--- src/rtl/sim_memory_port_arbiter_if.sv ---
`default_nettype none
// ============================================================================
// Module   : sim_memory_port_arbiter_if
// Brief    : Request/response channel shared by requesters and the memory model
// Revision : 1.0 - initial release
// ============================================================================
interface sim_memory_port_arbiter_if;
    logic        req;
    logic        lock;
    logic [1:0]  order;
    logic [3:0]  mask;
    logic        rw;
    logic [25:0] addr;
    logic [31:0] data;
    logic        rsp_valid;
    logic        rsp_lock;
    logic [63:0] rsp_data;

    // The master issues requests and consumes responses.
    modport master (
        output req, order, mask, rw, addr, data, rsp_lock,
        input  lock, rsp_valid, rsp_data
    );

    modport slave (
        input  req, order, mask, rw, addr, data, rsp_lock,
        output lock, rsp_valid, rsp_data
    );
endinterface
`default_nettype wire

--- src/rtl/sim_memory_port_arbiter.sv ---
`default_nettype none
// ============================================================================
// Module   : sim_memory_port_arbiter
// Brief    : Round-robin two-port arbiter with in-order read response routing
// Revision : 1.0 - initial release
// ============================================================================
module sim_memory_port_arbiter #(
    parameter int P_TAG_DEPTH   = 8,
    parameter int P_TAG_DEPTH_N = 3,
    parameter int P_PRIO_INIT   = 0
) (
    input  logic                             clk,
    input  logic                             rst,
    sim_memory_port_arbiter_if.slave         p0,
    sim_memory_port_arbiter_if.slave         p1,
    sim_memory_port_arbiter_if.master        mem,
    output logic [P_TAG_DEPTH_N:0]           outstanding,
    output logic                             orphan_err
);

    localparam logic [P_TAG_DEPTH_N:0] c_full = (P_TAG_DEPTH_N+1)'(P_TAG_DEPTH);

    logic                       r_prio;
    logic [P_TAG_DEPTH_N:0]     r_count;
    logic [P_TAG_DEPTH_N-1:0]   r_wr_ptr;
    logic [P_TAG_DEPTH_N-1:0]   r_rd_ptr;
    logic [P_TAG_DEPTH-1:0]     r_tags;
    logic                       r_orphan;

    logic w_winner;
    logic w_win_req;
    logic w_win_rw;
    logic w_blk;
    logic w_accept;
    logic w_push;
    logic w_nonempty;
    logic w_head;
    logic w_pop;

    // ------------------------------------------------------------------
    // Request side: pick a winner and forward its fields unregistered
    // ------------------------------------------------------------------
    always_comb begin
        w_winner = r_prio;
        if (p0.req && !p1.req) begin
            w_winner = 1'b0;
        end else if (p1.req && !p0.req) begin
            w_winner = 1'b1;
        end
    end

    always_comb begin
        w_win_req = p0.req;
        w_win_rw  = p0.rw;
        mem.order = p0.order;
        mem.mask  = p0.mask;
        mem.rw    = p0.rw;
        mem.addr  = p0.addr;
        mem.data  = p0.data;
        if (w_winner) begin
            w_win_req = p1.req;
            w_win_rw  = p1.rw;
            mem.order = p1.order;
            mem.mask  = p1.mask;
            mem.rw    = p1.rw;
            mem.addr  = p1.addr;
            mem.data  = p1.data;
        end
    end

    // A full tag FIFO blocks reads even if a response pops this cycle,
    // which keeps the accept path independent of iMEM_VALID.
    assign w_blk    = !w_win_rw && (r_count == c_full);
    assign mem.req  = w_win_req && !w_blk;
    assign w_accept = mem.req && !mem.lock;
    assign w_push   = w_accept && !w_win_rw;

    assign p0.lock = p0.req && !(!w_winner && w_accept);
    assign p1.lock = p1.req && !( w_winner && w_accept);

    // ------------------------------------------------------------------
    // Response side: route by the oldest outstanding tag
    // ------------------------------------------------------------------
    assign w_nonempty = (r_count != '0);
    assign w_head     = r_tags[r_rd_ptr];

    always_comb begin
        mem.rsp_lock = 1'b0;
        if (w_nonempty) begin
            mem.rsp_lock = w_head ? p1.rsp_lock : p0.rsp_lock;
        end
    end

    assign w_pop = mem.rsp_valid && w_nonempty && !mem.rsp_lock;

    assign p0.rsp_valid = mem.rsp_valid && w_nonempty && !w_head;
    assign p1.rsp_valid = mem.rsp_valid && w_nonempty &&  w_head;
    assign p0.rsp_data  = mem.rsp_data;
    assign p1.rsp_data  = mem.rsp_data;

    assign outstanding = r_count;
    assign orphan_err  = r_orphan;

    // ------------------------------------------------------------------
    // State
    // ------------------------------------------------------------------
    always_ff @(posedge clk) begin
        if (rst) begin
            r_prio <= (P_PRIO_INIT != 0);
        end else if (w_accept) begin
            r_prio <= !w_winner;
        end
    end

    always_ff @(posedge clk) begin
        if (rst) begin
            r_count  <= '0;
            r_wr_ptr <= '0;
            r_rd_ptr <= '0;
        end else begin
            if (w_push) begin
                r_wr_ptr <= r_wr_ptr + 1'b1;
            end
            if (w_pop) begin
                r_rd_ptr <= r_rd_ptr + 1'b1;
            end
            case ({w_push, w_pop})
                2'b10:   r_count <= r_count + 1'b1;
                2'b01:   r_count <= r_count - 1'b1;
                default: r_count <= r_count;
            endcase
        end
    end

    // Tag storage needs no reset; validity is tracked by the pointers.
    always_ff @(posedge clk) begin
        if (w_push) begin
            r_tags[r_wr_ptr] <= w_winner;
        end
    end

    always_ff @(posedge clk) begin
        if (rst) begin
            r_orphan <= 1'b0;
        end else if (mem.rsp_valid && !w_nonempty) begin
            r_orphan <= 1'b1;
        end
    end

endmodule
`default_nettype wire

--- src/flat_wrapper.sv ---
// flat-port wrapper written by rule: the top's interface ports become plain ports
module sim_memory_port_arbiter_flat 
#(
    parameter int P_TAG_DEPTH   = 8,
    parameter int P_TAG_DEPTH_N = 3,
    parameter int P_PRIO_INIT   = 0
)
  (clk, rst, outstanding, orphan_err, p0_req, p0_order, p0_mask, p0_rw, p0_addr, p0_data, p0_rsp_lock, p0_lock, p0_rsp_valid, p0_rsp_data, p1_req, p1_order, p1_mask, p1_rw, p1_addr, p1_data, p1_rsp_lock, p1_lock, p1_rsp_valid, p1_rsp_data, mem_req, mem_order, mem_mask, mem_rw, mem_addr, mem_data, mem_rsp_lock, mem_lock, mem_rsp_valid, mem_rsp_data);
  sim_memory_port_arbiter_if p0_i ();
  sim_memory_port_arbiter_if p1_i ();
  sim_memory_port_arbiter_if mem_i ();
  input  logic clk;
  input  logic rst;
  output logic [P_TAG_DEPTH_N:0] outstanding;
  output logic orphan_err;
  input wire logic [$bits(p0_i.req)-1:0] p0_req;
  input wire logic [$bits(p0_i.order)-1:0] p0_order;
  input wire logic [$bits(p0_i.mask)-1:0] p0_mask;
  input wire logic [$bits(p0_i.rw)-1:0] p0_rw;
  input wire logic [$bits(p0_i.addr)-1:0] p0_addr;
  input wire logic [$bits(p0_i.data)-1:0] p0_data;
  input wire logic [$bits(p0_i.rsp_lock)-1:0] p0_rsp_lock;
  output wire logic [$bits(p0_i.lock)-1:0] p0_lock;
  output wire logic [$bits(p0_i.rsp_valid)-1:0] p0_rsp_valid;
  output wire logic [$bits(p0_i.rsp_data)-1:0] p0_rsp_data;
  input wire logic [$bits(p1_i.req)-1:0] p1_req;
  input wire logic [$bits(p1_i.order)-1:0] p1_order;
  input wire logic [$bits(p1_i.mask)-1:0] p1_mask;
  input wire logic [$bits(p1_i.rw)-1:0] p1_rw;
  input wire logic [$bits(p1_i.addr)-1:0] p1_addr;
  input wire logic [$bits(p1_i.data)-1:0] p1_data;
  input wire logic [$bits(p1_i.rsp_lock)-1:0] p1_rsp_lock;
  output wire logic [$bits(p1_i.lock)-1:0] p1_lock;
  output wire logic [$bits(p1_i.rsp_valid)-1:0] p1_rsp_valid;
  output wire logic [$bits(p1_i.rsp_data)-1:0] p1_rsp_data;
  output wire logic [$bits(mem_i.req)-1:0] mem_req;
  output wire logic [$bits(mem_i.order)-1:0] mem_order;
  output wire logic [$bits(mem_i.mask)-1:0] mem_mask;
  output wire logic [$bits(mem_i.rw)-1:0] mem_rw;
  output wire logic [$bits(mem_i.addr)-1:0] mem_addr;
  output wire logic [$bits(mem_i.data)-1:0] mem_data;
  output wire logic [$bits(mem_i.rsp_lock)-1:0] mem_rsp_lock;
  input wire logic [$bits(mem_i.lock)-1:0] mem_lock;
  input wire logic [$bits(mem_i.rsp_valid)-1:0] mem_rsp_valid;
  input wire logic [$bits(mem_i.rsp_data)-1:0] mem_rsp_data;
  assign p0_i.req = p0_req;
  assign p0_i.order = p0_order;
  assign p0_i.mask = p0_mask;
  assign p0_i.rw = p0_rw;
  assign p0_i.addr = p0_addr;
  assign p0_i.data = p0_data;
  assign p0_i.rsp_lock = p0_rsp_lock;
  assign p0_lock = p0_i.lock;
  assign p0_rsp_valid = p0_i.rsp_valid;
  assign p0_rsp_data = p0_i.rsp_data;
  assign p1_i.req = p1_req;
  assign p1_i.order = p1_order;
  assign p1_i.mask = p1_mask;
  assign p1_i.rw = p1_rw;
  assign p1_i.addr = p1_addr;
  assign p1_i.data = p1_data;
  assign p1_i.rsp_lock = p1_rsp_lock;
  assign p1_lock = p1_i.lock;
  assign p1_rsp_valid = p1_i.rsp_valid;
  assign p1_rsp_data = p1_i.rsp_data;
  assign mem_req = mem_i.req;
  assign mem_order = mem_i.order;
  assign mem_mask = mem_i.mask;
  assign mem_rw = mem_i.rw;
  assign mem_addr = mem_i.addr;
  assign mem_data = mem_i.data;
  assign mem_rsp_lock = mem_i.rsp_lock;
  assign mem_i.lock = mem_lock;
  assign mem_i.rsp_valid = mem_rsp_valid;
  assign mem_i.rsp_data = mem_rsp_data;
  sim_memory_port_arbiter #(.P_TAG_DEPTH(P_TAG_DEPTH), .P_TAG_DEPTH_N(P_TAG_DEPTH_N), .P_PRIO_INIT(P_PRIO_INIT)) u_core (.clk(clk), .rst(rst), .p0(p0_i), .p1(p1_i), .mem(mem_i), .outstanding(outstanding), .orphan_err(orphan_err));
endmodule
--- config.mk ---
export PLATFORM = sky130hd
export DESIGN_NAME = sim_memory_port_arbiter_flat
export DESIGN_NICKNAME = d
export VERILOG_FILES = /design/src/rtl/sim_memory_port_arbiter_if.sv /design/src/rtl/sim_memory_port_arbiter.sv /design/src/flat_wrapper.sv
export SDC_FILE = /design/constraint.sdc
export NUM_CORES = 1
export LEC_CHECK = 0
export ABC_AREA = 1
export BUFFER_PORTS_ARGS = -buffer_cell sky130_fd_sc_hd__buf_2
export CAP_MARGIN = 40
export CORE_AREA = 5 5 156 158
export DETAILED_ROUTE_END_ITERATION = 8
export DIE_AREA = 0 0 161 163
export MAX_ROUTING_LAYER = met4
export RECOVER_POWER = 50
export SLEW_MARGIN = 20
export SYNTH_ARGS = -nofsm -noshare
export SYNTH_HDL_FRONTEND = slang
export SYNTH_SLANG_ARGS = --single-unit
export TNS_END_PERCENT = 50
--- constraint.sdc ---
create_clock -name clk -period 5.55 [get_ports clk]
set_input_delay 0.8325 -clock clk [delete_from_list [all_inputs] [get_ports clk]]
set_output_delay 0.8325 -clock clk [all_outputs]
set_load 0.01 [all_outputs]
==> metrics.cfg <==
[run_status]
status = completed

[synthesis]
post-synth-top-area-cell = buf_4
avgSynthCellArea_um2 = 5.934
synthTopCellsByArea = buf_4 33%, nand2_1 29%, dfxtp_1 8.1%
synth_area_um2 = 2949
yosys_warnings = 0
synth_top_area_share_pct = 32.84
synth_nets = 705
synth_cells = 497
yosysSeqAreaShare_pct = 16.29
yosysUniqueCellTypes = 26
synth_seq_cells = 20

[critical_path]
reg2reg_slack_ns = 2.54
cp-start-kind = input pin
rr_worst_depth = 16
worst_r2r_endpoint = u_core.outstanding[3]$_SDFFE_PP0P_
worstSetupPathType = input pin to output port
worstPathMaxFanout = 67
end_kind = output port
worst_ep_required_time_ns = 4.72
r2r_start = u_core.outstanding[0]$_SDFFE_PP0P_
critical_path_arrival_ns = 2.53

[global_route]
grt_pass1_wl_um = 16740
track_usage_pct = 8.479
overflow = 0
grt_start_max_net_pins = 68
grt_pass1_vias = 3058
antenna_found_initial = 3

[drt]
m1WireLength_um = 4603
postRouteAntennaNets = 0
wl_met3_um = 1445
wire_per_inst_um = 13.48
routed.top_layer = met4
dr_total_vias = 3057
vias_per_cell = 3.534
drtPass1Iterations = 4
wl_met2_um = 5397
drt-initial-drc-count = 92
routed_wirelength_um = 11660
drc = 0

[power]
powerDensity_nw_per_um2 = 264.5
power.share.clock_pct = 22.2
seqPwrFrac_pct = 22.8
ir_drop_uv = 155.9
internal_power_uw = 518.4
p_leak_uw = 0.002063
switching_share_pct = 43.44
p_comb_share_pct = 55.1
p_switching_uw = 398.2

[timing]
hold_viol_final = 0
drv_slew = 0
fin_ws_ns = 2.188
tns_ns = 0
post-route-period-util_pct = 60.58
final.min_clock_period_ns = 3.362
setup_viol = 0
max-slew-margin-rel_pct = 52.23
clock_skew_ns = 0.001700
tightest_slew_ns = 0.7110
fmax_mhz = 297.4
rsz0062_at_grt = false

[layout]
syn_to_final_growth_pct = 17.52
fillers = 2701
final_common_cell = nand2_1
drive_gt1_share_pct = 40.59
final_cell_mix = 227 x nand2_1, 212 x buf_2, 35 x inv_1
final_area_um2 = 3466
stdcell_count = 865
finalNetCount = 783

[cts]
clkSinkCount = 20
worstSkewPairLatency_ns = 0.25
cts_hold_buffers = 0
cts_buffers = 3
h-tree-depth = 1
root_buffer = clkbuf_16
cts_buffer_depth = 2
path_clk_slew_ns = 0.06
post_cts_buffers = 0
cts_tree = built
cts_resized = 0

[floorplanning]
die_area_um2 = 26240
initial_core_util_pct = 12.83
core_area_um2 = 22980
ioPinCount = 406
rows = 56
fp.dieH_um = 163
die_x_um = 161

[hold_path]
hp-class = register to register
hold_path.startpoint = u_core.orphan_err$_SDFFE_PP0P_
hold_path_end = u_core.orphan_err$_SDFFE_PP0P_
hold_depth = 2

[placed_design]
dp_hpwl_um = 10250
place_ws_ns = 2.068
numPortBuffers = 213
place_area_um2 = 3364
place_inst = 860
routabilityCongestion = 0.8006

[job]
maxCapViolations = 0

-- layout make-up --
| cell class | instances | area (um2) | area share (%) |
|---|---|---|---|
| multi-input cells | 296 | 1289 | 37.18 |
| clock inverters | 1 | 30.03 | 0.8664 |
| clock buffers | 3 | 75.07 | 2.166 |
| diodes | 1 | 2.502 | 0.07220 |
| inverters | 39 | 146.4 | 4.224 |
| flip-flops and latches | 20 | 480.5 | 13.86 |
| well taps | 290 | 362.8 | 10.47 |
| repair buffers | 215 | 1080 | 31.16 |
-- how the worst max path moves through the flow --
stage	depth (start not counted)	slack [ns]	startpoint	end
after floorplan	16	2.97	p1_req	u_core.outstanding[3]$_SDFFE_PP0P_
after global placement	18	2.16	p1_req	u_core.outstanding[3]$_SDFFE_PP0P_
after detailed placement	18	2.07	p1_req	u_core.outstanding[3]$_SDFFE_PP0P_
after CTS	12	2.13	p1_req	p0_lock
after global routing	12	1.94	p1_req	p0_lock
final	12	2.19	p1_req	p0_lock
-- kinds of logic (layout without fill, tap and decap cells) --
group,Yosys count,after routing,synth area share [%]
xor gates and xnor gates,2,2,0.5941
AOI/OAI and AO/OA,17,17,3.097
buffers and inverters,181,258,39.92
other,0,1,0
and+or+nand+nor,271,271,37.29
DFF,20,20,16.29
adders and majority gates,6,6,2.800
-- sequential cells by signal (all words and copies together), names as in the netlist --
register,flops
u_core.outstanding,4
u_core.r_wr_ptr,3
u_core.r_prio,1
u_core.r_tags,8
u_core.r_rd_ptr,3
u_core.orphan_err,1
-- worst max-delay path, stage by stage --
cell and delay, ns:
buf_2 0.11, inv_2 0.06, nand2_1 0.07, nand2_2 0.08
buf_4 0.51, nand2_1 0.14, nand2_2 0.14, nand3_1 0.12
nand4_1 0.14, nand2_1 0.09, inv_1 0.06, buf_2 0.16
-- power by group through the flow --
stage	Combinational (uW)	Sequential (uW)	Clock, uW
after floorplan	402	213	0
after global placement	509	214	0
after detailed placement	515	214	0
after CTS	518	211	208
after global routing	581	214	214
final	505	209	203
-- cells in the mapped netlist --
master and count:
nand2_1 228, buf_4 129, inv_1 36, nor2_1 20, dfxtp_1 12, a21oi_1 11
buf_2 11, nand3_1 11, edfxtp_1 8, ha_1 5, nand2_2 4, o21ai_0 4
inv_2 3, clkbuf_1 2, nand3_2 2, a211oi_1 1, fa_1 1, nand3_4 1
nand3b_1 1, nand4_1 1, nand4_4 1, nor3_2 1, o21ai_2 1, or2_2 1
xnor2_1 1, xor2_1 1
-- through the flow --
step / hold slack [ns] / utilization (%) / total power, uW
global placement: 0.4448 / 14.64 / 722.5
floorplan: 0.4338 / - / 615.3
global route: 0.4944 / 15.08 / 1008
finish: 0.4604 / 15.08 / 916.7
detailed placement: 0.4498 / 14.64 / 728.8
CTS: 0.4596 / 15.10 / 936.6
-- routing by layer --
layer,vias to the layer above,global-route usage (%)
met5,-,-
met4,0,1.784
met3,33,4.126
met2,226,13.56
met1,1279,9.701
li1,1519,-
Power figures use the tool's default switching activity.
